### src/rtl/display_scan_ctrl.sv
// display_scan_ctrl: binary -> 4-digit BCD via an iterative shift-add-3
// engine, plus a free-running time-multiplexed scan of the four 7-segment
// digits. seg is active-low, ordered {a,b,c,d,e,f,g} from MSB to LSB.
module display_scan_ctrl #(
  parameter int N_in     = 10,
  parameter int SCAN_DIV = 50000,
  parameter bit BLANK_LZ = 1'b1
) (
  input  logic            clk,
  input  logic            rst,
  input  logic            load,
  input  logic [N_in-1:0] bin_in,
  output logic            busy,
  output logic            done,
  output logic            ovf,
  output logic [15:0]     digits,
  output logic [3:0]      an,
  output logic [6:0]      seg
);

  localparam logic [1:0]  ST_IDLE = 2'd0;
  localparam logic [1:0]  ST_CONV = 2'd1;
  localparam logic [1:0]  ST_DONE = 2'd2;
  localparam logic [31:0] CLAMP   = 32'd9999;
  localparam int          PRE_W   = (SCAN_DIV > 2) ? $clog2(SCAN_DIV) : 1;

  logic [1:0]      state_q, state_d;
  logic [3:0]      cnt_q, cnt_d;
  logic [N_in-1:0] op_q, op_d;
  logic [15:0]     bcd_q, bcd_d, bcd_adj;
  logic            ovfp_q, ovfp_d;
  logic [15:0]     digits_q, digits_d;
  logic            ovf_q, ovf_d;
  logic            done_q, done_d;

  logic [PRE_W-1:0] presc_q, presc_d;
  logic [1:0]       idx_q, idx_d;
  logic [3:0]       an_q, an_d;
  logic [6:0]       seg_q, seg_d;
  logic             wrap;
  logic [3:0]       nib;
  logic [3:0]       lz;

  function automatic logic [15:0] add3(input logic [15:0] v);
    logic [15:0] r;
    for (int i = 0; i < 4; i++) begin
      r[4*i +: 4] = (v[4*i +: 4] >= 4'd5) ? v[4*i +: 4] + 4'd3 : v[4*i +: 4];
    end
    return r;
  endfunction

  function automatic logic [6:0] glyph(input logic [3:0] d);
    case (d)
      4'd0:    glyph = 7'b0000001;
      4'd1:    glyph = 7'b1001111;
      4'd2:    glyph = 7'b0010010;
      4'd3:    glyph = 7'b0000110;
      4'd4:    glyph = 7'b1001100;
      4'd5:    glyph = 7'b0100100;
      4'd6:    glyph = 7'b0100000;
      4'd7:    glyph = 7'b0001111;
      4'd8:    glyph = 7'b0000000;
      4'd9:    glyph = 7'b0000100;
      default: glyph = 7'b1111111;
    endcase
  endfunction

  assign bcd_adj = add3(bcd_q);

  // Conversion FSM next-state: capture/clamp, shift-add-3 per bit, publish.
  always_comb begin
    state_d  = state_q;
    cnt_d    = cnt_q;
    op_d     = op_q;
    bcd_d    = bcd_q;
    ovfp_d   = ovfp_q;
    digits_d = digits_q;
    ovf_d    = ovf_q;
    done_d   = 1'b0;
    case (state_q)
      ST_IDLE: begin
        if (load) begin
          bcd_d   = '0;
          cnt_d   = 4'(N_in - 1);
          state_d = ST_CONV;
          if (32'(bin_in) > CLAMP) begin
            op_d   = CLAMP[N_in-1:0];
            ovfp_d = 1'b1;
          end else begin
            op_d   = bin_in;
            ovfp_d = 1'b0;
          end
        end
      end
      ST_CONV: begin
        bcd_d = (bcd_adj << 1) | {15'b0, op_q[N_in-1]};
        op_d  = op_q << 1;
        cnt_d = cnt_q - 4'd1;
        if (cnt_q == 4'd0) state_d = ST_DONE;
      end
      ST_DONE: begin
        digits_d = bcd_q;
        ovf_d    = ovfp_q;
        done_d   = 1'b1;
        state_d  = ST_IDLE;
      end
      default: state_d = ST_IDLE;
    endcase
  end

  // Control and published-result registers; reset aborts any conversion.
  always_ff @(posedge clk or negedge rst) begin
    if (!rst) begin
      state_q  <= ST_IDLE;
      cnt_q    <= '0;
      ovfp_q   <= 1'b0;
      digits_q <= '0;
      ovf_q    <= 1'b0;
      done_q   <= 1'b0;
    end else begin
      state_q  <= state_d;
      cnt_q    <= cnt_d;
      ovfp_q   <= ovfp_d;
      digits_q <= digits_d;
      ovf_q    <= ovf_d;
      done_q   <= done_d;
    end
  end

  // Datapath shift registers; always loaded in IDLE before use, so no reset.
  always_ff @(posedge clk) begin
    op_q  <= op_d;
    bcd_q <= bcd_d;
  end

  // Scan next-state: prescaler, digit index, leading-zero blanking, decode.
  always_comb begin
    wrap    = (presc_q == PRE_W'(SCAN_DIV - 1));
    presc_d = wrap ? '0 : presc_q + 1'b1;
    idx_d   = wrap ? idx_q + 2'd1 : idx_q;
    lz[3]   = (digits_q[15:12] == 4'd0);
    lz[2]   = lz[3] && (digits_q[11:8] == 4'd0);
    lz[1]   = lz[2] && (digits_q[7:4] == 4'd0);
    lz[0]   = 1'b0;
    case (idx_d)
      2'd0:    nib = digits_q[3:0];
      2'd1:    nib = digits_q[7:4];
      2'd2:    nib = digits_q[11:8];
      default: nib = digits_q[15:12];
    endcase
    an_d  = ~(4'b0001 << idx_d);
    seg_d = (BLANK_LZ && lz[idx_d]) ? 7'b1111111 : glyph(nib);
  end

  // Scan registers: an and seg update together so they are never skewed.
  always_ff @(posedge clk or negedge rst) begin
    if (!rst) begin
      presc_q <= '0;
      idx_q   <= 2'd0;
      an_q    <= 4'b1110;
      seg_q   <= 7'b0000001;
    end else begin
      presc_q <= presc_d;
      idx_q   <= idx_d;
      an_q    <= an_d;
      seg_q   <= seg_d;
    end
  end

  assign busy   = (state_q == ST_CONV);
  assign done   = done_q;
  assign ovf    = ovf_q;
  assign digits = digits_q;
  assign an     = an_q;
  assign seg    = seg_q;

endmodule

### config.mk
export PLATFORM = sky130hd
export DESIGN_NAME = display_scan_ctrl
export DESIGN_NICKNAME = d
export VERILOG_FILES = /design/src/rtl/display_scan_ctrl.sv
export SDC_FILE = /design/constraint.sdc
export NUM_CORES = 1
export LEC_CHECK = 0
export ABC_AREA = 0
export CORE_MARGIN = 3
export CORE_UTILIZATION = 56
export CTS_CLUSTER_DIAMETER = 80
export DETAILED_ROUTE_END_ITERATION = 8
export PLACE_DENSITY = 0.79
export REMOVE_ABC_BUFFERS = 1
export SLEW_MARGIN = 20
export SYNTH_ARGS = -nofsm -noshare
export SYNTH_HDL_FRONTEND = slang
export SYNTH_SLANG_ARGS = --single-unit
export TNS_END_PERCENT = 20
### constraint.sdc
create_clock -name clk -period 3.1 [get_ports clk]
set_input_delay 0.775 -clock clk [delete_from_list [all_inputs] [get_ports clk]]
set_output_delay 0.775 -clock clk [all_outputs]
set_load 0.02 [all_outputs]
# Word-level counts from Yosys, hierarchy flattened

Memory sizes are Yosys's and may differ from the RTL's.
Cells that the tools add are included.
Widths: inputs -> output; s select.

Memory bits (read-only): 112
Output and inout bits: 30
Flip-flop bits (word level): 78
Memories: 1

Add/subtract/negate cells: 7
Bitwise logic cells: 2
Mux-type cells: 20
Equal/unequal tests: 7
Reductions and logical operators: 11
$lt $le $gt $ge: 5
Shifts and indexed selects: 1

Memory list:

| memory           | depth | width | read ports | clocked after Yosys merged registers in | wr ports | line | text |
|---|---|---|---|---|---|---|---|
| (name not given) | 16    | 7     | 1          | 0                                       | 0        | 53   | `case (d)` |

Operator list:

| operator              | count |
|---|---|
| $mux 16               | 2 |
| $pmux 16 s2           | 1 |
| $pmux 10 s2           | 1 |
| $add 16x1->16 const B | 1 |
| $eq 16x16->1 const B  | 1 |
| $ge 4x3->1 const B    | 4 |
| $logic_not 4->1       | 4 |
| $mux 4                | 4 |
| $or 16x1->16          | 1 |
| $add 4x2->4 const B   | 3 |
| $pmux 4 s3            | 1 |
| $mux 10               | 1 |
| $pmux 4 s2            | 1 |
| $mux 7                | 1 |
| $mux 2                | 3 |
| $eq 2x1->1 const B    | 2 |
| $eq 2x2->1 const B    | 2 |
| $logic_not 2->1       | 2 |
| $not 4->4             | 1 |
| $pmux 2 s2            | 1 |
| $reduce_and 2->1      | 2 |
| $shl 1x2->4 const A   | 1 |
| $sub 4x1->4 const B   | 1 |
| $add 3x2->3 const B   | 1 |
| 9 further kinds       | 11 |

# Logic depth before layout (Yosys ltp)

Gate-level depths: netlist of run 1.

Depth in word-level cells: 6
Mapped depth: 11
Mapped depth without buffers: 10

# Worst setup path after synthesis of run 1

OpenSTA, ideal clock, no wires.

Path type: reg-to-reg
Start point: register presc_q[0]
End point: register seg_q[3], in the netlist seg[3]
Setup slack: 0.548 ns
Stages on the path, launching flop included: 11
Arrival: 2.418 ns
Library setup time: 0.133 ns
Buffers on the path: 1
Data required time: 2.967 ns
Period minus slack after synthesis: 2.552 ns
Cells stage by stage: dfrtp_1 > ha_1 > and3_2 > clkbuf_4 > and4_4 > and3_2 > or4_4 > ha_1 > nand2b_1 > mux2i_1 > o21ai_0

Word-level cells in the longest chain between the ends: 6

Ends and longest elaborated chain:

| item                                     | line | text |
|---|---|---|
| from (decl)                              | 36   | `logic [PRE_W-1:0] presc_q, presc_d;` |
| from (signal assigned)                   | 163  | `presc_q <= presc_d;` |
| $eq 16x16->1 *                           | 138  | `wrap = (presc_q == PRE_W'(SCAN_DIV - 1));` |
| $mux 2 *                                 | 140  | `idx_d = wrap ? idx_q + 2'd1 : idx_q;` |
| $eq 2x2->1, or another cell as far along | 145  | `case (idx_d)` |
| $pmux 4 s3                               | 145  |  |
| $mem_v2 16x7                             | n/a  |  |
| $mux 7 *                                 | 152  | `seg_d = (BLANK_LZ && lz[idx_d]) ? 7'b1111111 : glyph(nib);` |
| via seg_d[3]                             | 39   | `logic [6:0] seg_q, seg_d;` |
| to (signal assigned)                     | 166  | `seg_q <= seg_d;` |
| to (decl)                                | 39   |  |

The timed path passes the listed nets; every way through them passes the cells marked *. The select of a mux whose other input is x is not followed.
A chain may end at the register's enable or synchronous reset.

# Worst setup path in the final report of run 1

Same ends and word-level chain as after synthesis.

==> results of run 1 <==
[layout make-up]
type / instances / area, um^2
clock inverters: 5 / 82.58
clock buffers: 11 / 131.4
well taps: 96 / 120.1
inverters: 17 / 63.81
flip-flops and latches: 78 / 2087
fillers: 552 / 2143
repair buffers: 48 / 457.9
multi-input cells: 246 / 1745
[synthesized netlist by cell type, types with 2 or more instances]
cell | count | area [um^2]
a2111oi_0 | 2 | 17.52
a21oi_1 | 15 | 75.07
and2_1 | 3 | 18.77
and2b_2 | 2 | 17.52
and3_1 | 9 | 56.30
and3_2 | 4 | 30.03
buf_1 | 2 | 7.510
buf_2 | 2 | 10.01
buf_4 | 3 | 22.52
clkbuf_1 | 4 | 15.01
clkbuf_4 | 2 | 15.01
dfrtp_1 | 48 | 1201
dfstp_2 | 4 | 105.1
edfxtp_1 | 26 | 780.8
ha_1 | 16 | 200.2
inv_1 | 17 | 63.81
mux2_2 | 17 | 191.4
mux2i_1 | 19 | 190.2
nand2_1 | 49 | 183.9
nand2b_1 | 8 | 50.05
nand3_1 | 7 | 35.03
nor2_1 | 30 | 112.6
nor3_1 | 5 | 25.02
nor4_1 | 2 | 12.51
o21ai_0 | 14 | 70.07
xnor2_1 | 9 | 78.83
xor2_1 | 13 | 113.9
[sequential cells by signal, summed over array words and instances, names as in the netlist]
signal	flops
digits	16
op_q	10
idx_q	2
presc_q	16
an	4
seg	7
state_q	2
bcd_q	16
done	1
cnt_q	4
[power by group]
group / internal, mW / switching (mW)
registers: 1.46 / 0.243
logic: 0.638 / 0.751
clock network: 0.457 / 0.362
[worst min path at each step]
stage / start / slack, ns / to / cells after the start
global route: rst / 0.32 / cnt_q[2]$_DFFE_PN0P_ / 1
finish: rst / 0.32 / presc_q[10]$_DFF_PN0_ / 1
CTS: rst / 0.31 / cnt_q[2]$_DFFE_PN0P_ / 1
detailed placement: presc_q[0]$_DFF_PN0_ / 0.46 / presc_q[0]$_DFF_PN0_ / 1
global placement: presc_q[0]$_DFF_PN0_ / 0.43 / presc_q[0]$_DFF_PN0_ / 1
floorplan: presc_q[0]$_DFF_PN0_ / 0.43 / presc_q[0]$_DFF_PN0_ / 1
[logic make-up (layout without fill, tap and decap cells)]
kind of cell	count (synthesis)	after routing	synth area share (%)
AND/OR/NAND/NOR	130	130	16.97
adder cells (fa/ha/maj)	17	17	5.300
buffers and inverters	30	81	3.375
multiplexers	39	39	11.39
XOR/XNOR	22	22	4.858
AO/OA/AOI/OAI	37	37	5.395
other	1	1	0.09455
flip-flops	78	78	52.62
[metal layers]
layer	global-route usage, %	vias to the layer above
met5	0	-
met4	5.612	0
met3	5.690	8
met2	32.30	44
met1	24.56	1291
li1	-	1307
[worst reg2reg max path, cell delays in order (launching register included)]
cell	delay [ns]
dfrtp_1	0.40
ha_1	0.23
and3_2	0.27
and4_4	0.22
and3_2	0.22
or4_4	0.54
ha_1	0.32
nand2b_1	0.14
mux2i_1	0.12
o21ai_0	0.09
[through the flow]
step           utilization (%)  cells  worst slack [ns]  total power [mW]
2_1_floorplan                -    341            0.5957             2.602
3_5_place_dp             65.49    485            0.4392             3.125
4_1_cts                  68.63    501            0.4066             3.957
3_3_place_gp             65.49    485            0.4983             3.043
5_1_grt                  68.63    501            0.3013             4.223
6_report                 68.63    501            0.4168             3.913
[placed cells by master, fill, tap and decap left out, drive strengths merged, types with 5 or more instances in the layout]
master and instances:
a21oi 15, and3 13, buf 8, clkbuf 11
clkdlybuf4s50 40, dfrtp 48, edfxtp 26, ha 16
inv 18, mux2 17, mux2i 20, nand2 49
nand2b 8, nand3 7, nor2 30, nor3 5
o21ai 14, xnor2 9, xor2 13
==> impl_metrics.json, run 1 <==
{
  "status": "completed",
  "synth_warnings": 0,
  "cp-startpoint": "presc_q[0]$_DFF_PN0_",
  "drt-total-wl_um": 7180,
  "cts_resized": 0,
  "cp_max_fo": 14,
  "io_buffers": 41,
  "place_area_um2": 4474,
  "period_share_pct": 86.55,
  "ys_seq_area_share_pct": 52.62,
  "design_area_um2": 4688,
  "maxSlewHeadroom_pct": 45.12,
  "vias": 2650,
  "r2r_start": "presc_q[0]$_DFF_PN0_",
  "viasPerCell": 5.289,
  "finalMaxSlewViolations": 0,
  "cts-htree-levels": 3,
  "hpwlAfterDp_um": 5181,
  "grt-ovfl-total": 0,
  "clock.fmax_ghz": 0.3727,
  "finClkSkew_ns": 0.008102,
  "regToRegEndpoint": "seg[3]$_DFF_PN0_",
  "antenna_cells": 0,
  "die_area_um2": 8129,
  "rows": 30,
  "synthDistinctLibCells": 49,
  "gp_congestion": 0.8155,
  "drtPass1Iterations": 4,
  "detail-route-antenna-nets": 0,
  "drv_cap": 0,
  "clock-sinks": 78,
  "synthCells": 354,
  "hp-class": "in -> async",
  "syn_area_um2": 3966,
  "wl_per_cell_um": 14.33,
  "async_reset_ff_share_pct": 66.67,
  "cts_buffer_depth": 2,
  "finalSetupViolCount": 0,
  "synth.ff_latch_count": 78,
  "cts_buffers": 9,
  "p_leak_nw": 2.141,
  "crit_path_cell_trace": "ha_1 -> and3_2 -> and4_4 -> and3_2 -> or4_4 -> ha_1 -> nand2b_1 -> mux2i_1 -> o21ai_0",
  "reg2reg_depth": 9,
  "syn_area_per_cell_um2": 11.20,
  "endpoint_kind": "flip-flop",
  "rsz0062_at_grt": "no",
  "hold_violations": 0,
  "wl_met1_um": 3295,
  "reg2reg_slack_ns": 0.42,
  "finalSetupTns_ns": 0,
  "route.met3.wl_um": 255,
  "vdd_ir_drop_max_uv": 462.2,
  "die_y_um": 90.16,
  "critPathMaxStageDelay_ns": 0.54,
  "track_usage_pct": 19.37,
  "synth_edf_count": 26,
  "crit_slowest_cell": "or4_4",
  "holdBufCountCts": 0,
  "cp.depth": 9,
  "die_w_um": 90.16,
  "area_growth_pct": 18.20,
  "ys.flop_type": "dfrtp_1",
  "grt_pass1_wl_um": 12770,
  "crit_buf_inv": 0,
  "coreArea_um2": 6832,
  "io_pins": 43,
  "critPathCapture": "seg[3]$_DFF_PN0_",
  "post-route-min-period_ns": 2.683,
  "startpoint_type": "flip-flop",
  "critPathTopFamily": "simple AND/OR/NAND/NOR gates",
  "drive_gt1_share_pct": 15.31,
  "hold_ws_ns": 0.3177,
  "antenna_found_initial": 0,
  "worstMarginPinSlew_ns": 0.8232,
  "post_cts.repair.setup_buffers": 0,
  "top_layer_used": "met4",
  "cts.clk_slew.worst_paths_ns": 0.08,
  "crit_required_ns": 3.31,
  "clockRootBuffer": "clkbuf_8",
  "drcViolationCount": 0,
  "nNetsFinal": 429,
  "clk_latency_ns": 0.35,
  "cts_tree": "built",
  "start_util_pct": 58.06,
  "drt_iter0_drc": 102,
  "power.density_nw_per_um2": 834.7,
  "grt_max_degree": 39,
  "wl_met2_um": 3531,
  "path_class": "reg -> reg",
  "cp_data_arrival_time_ns": 2.89,
  "grt_pass1_vias": 2713
}
No activity file was read; power rests on OpenSTA's default activity.
==> run 2, diff against run 1 <==
--- a/config.mk
+++ b/config.mk
@@ -12,7 +12,6 @@
 export DETAILED_ROUTE_END_ITERATION = 8
 export PLACE_DENSITY = 0.79
 export REMOVE_ABC_BUFFERS = 1
-export SLEW_MARGIN = 20
 export SYNTH_ARGS = -nofsm -noshare
 export SYNTH_HDL_FRONTEND = slang
 export SYNTH_SLANG_ARGS = --single-unit
==> results of run 2 <==
No change in the layout: final DEF, timing and power equal those of run 1.
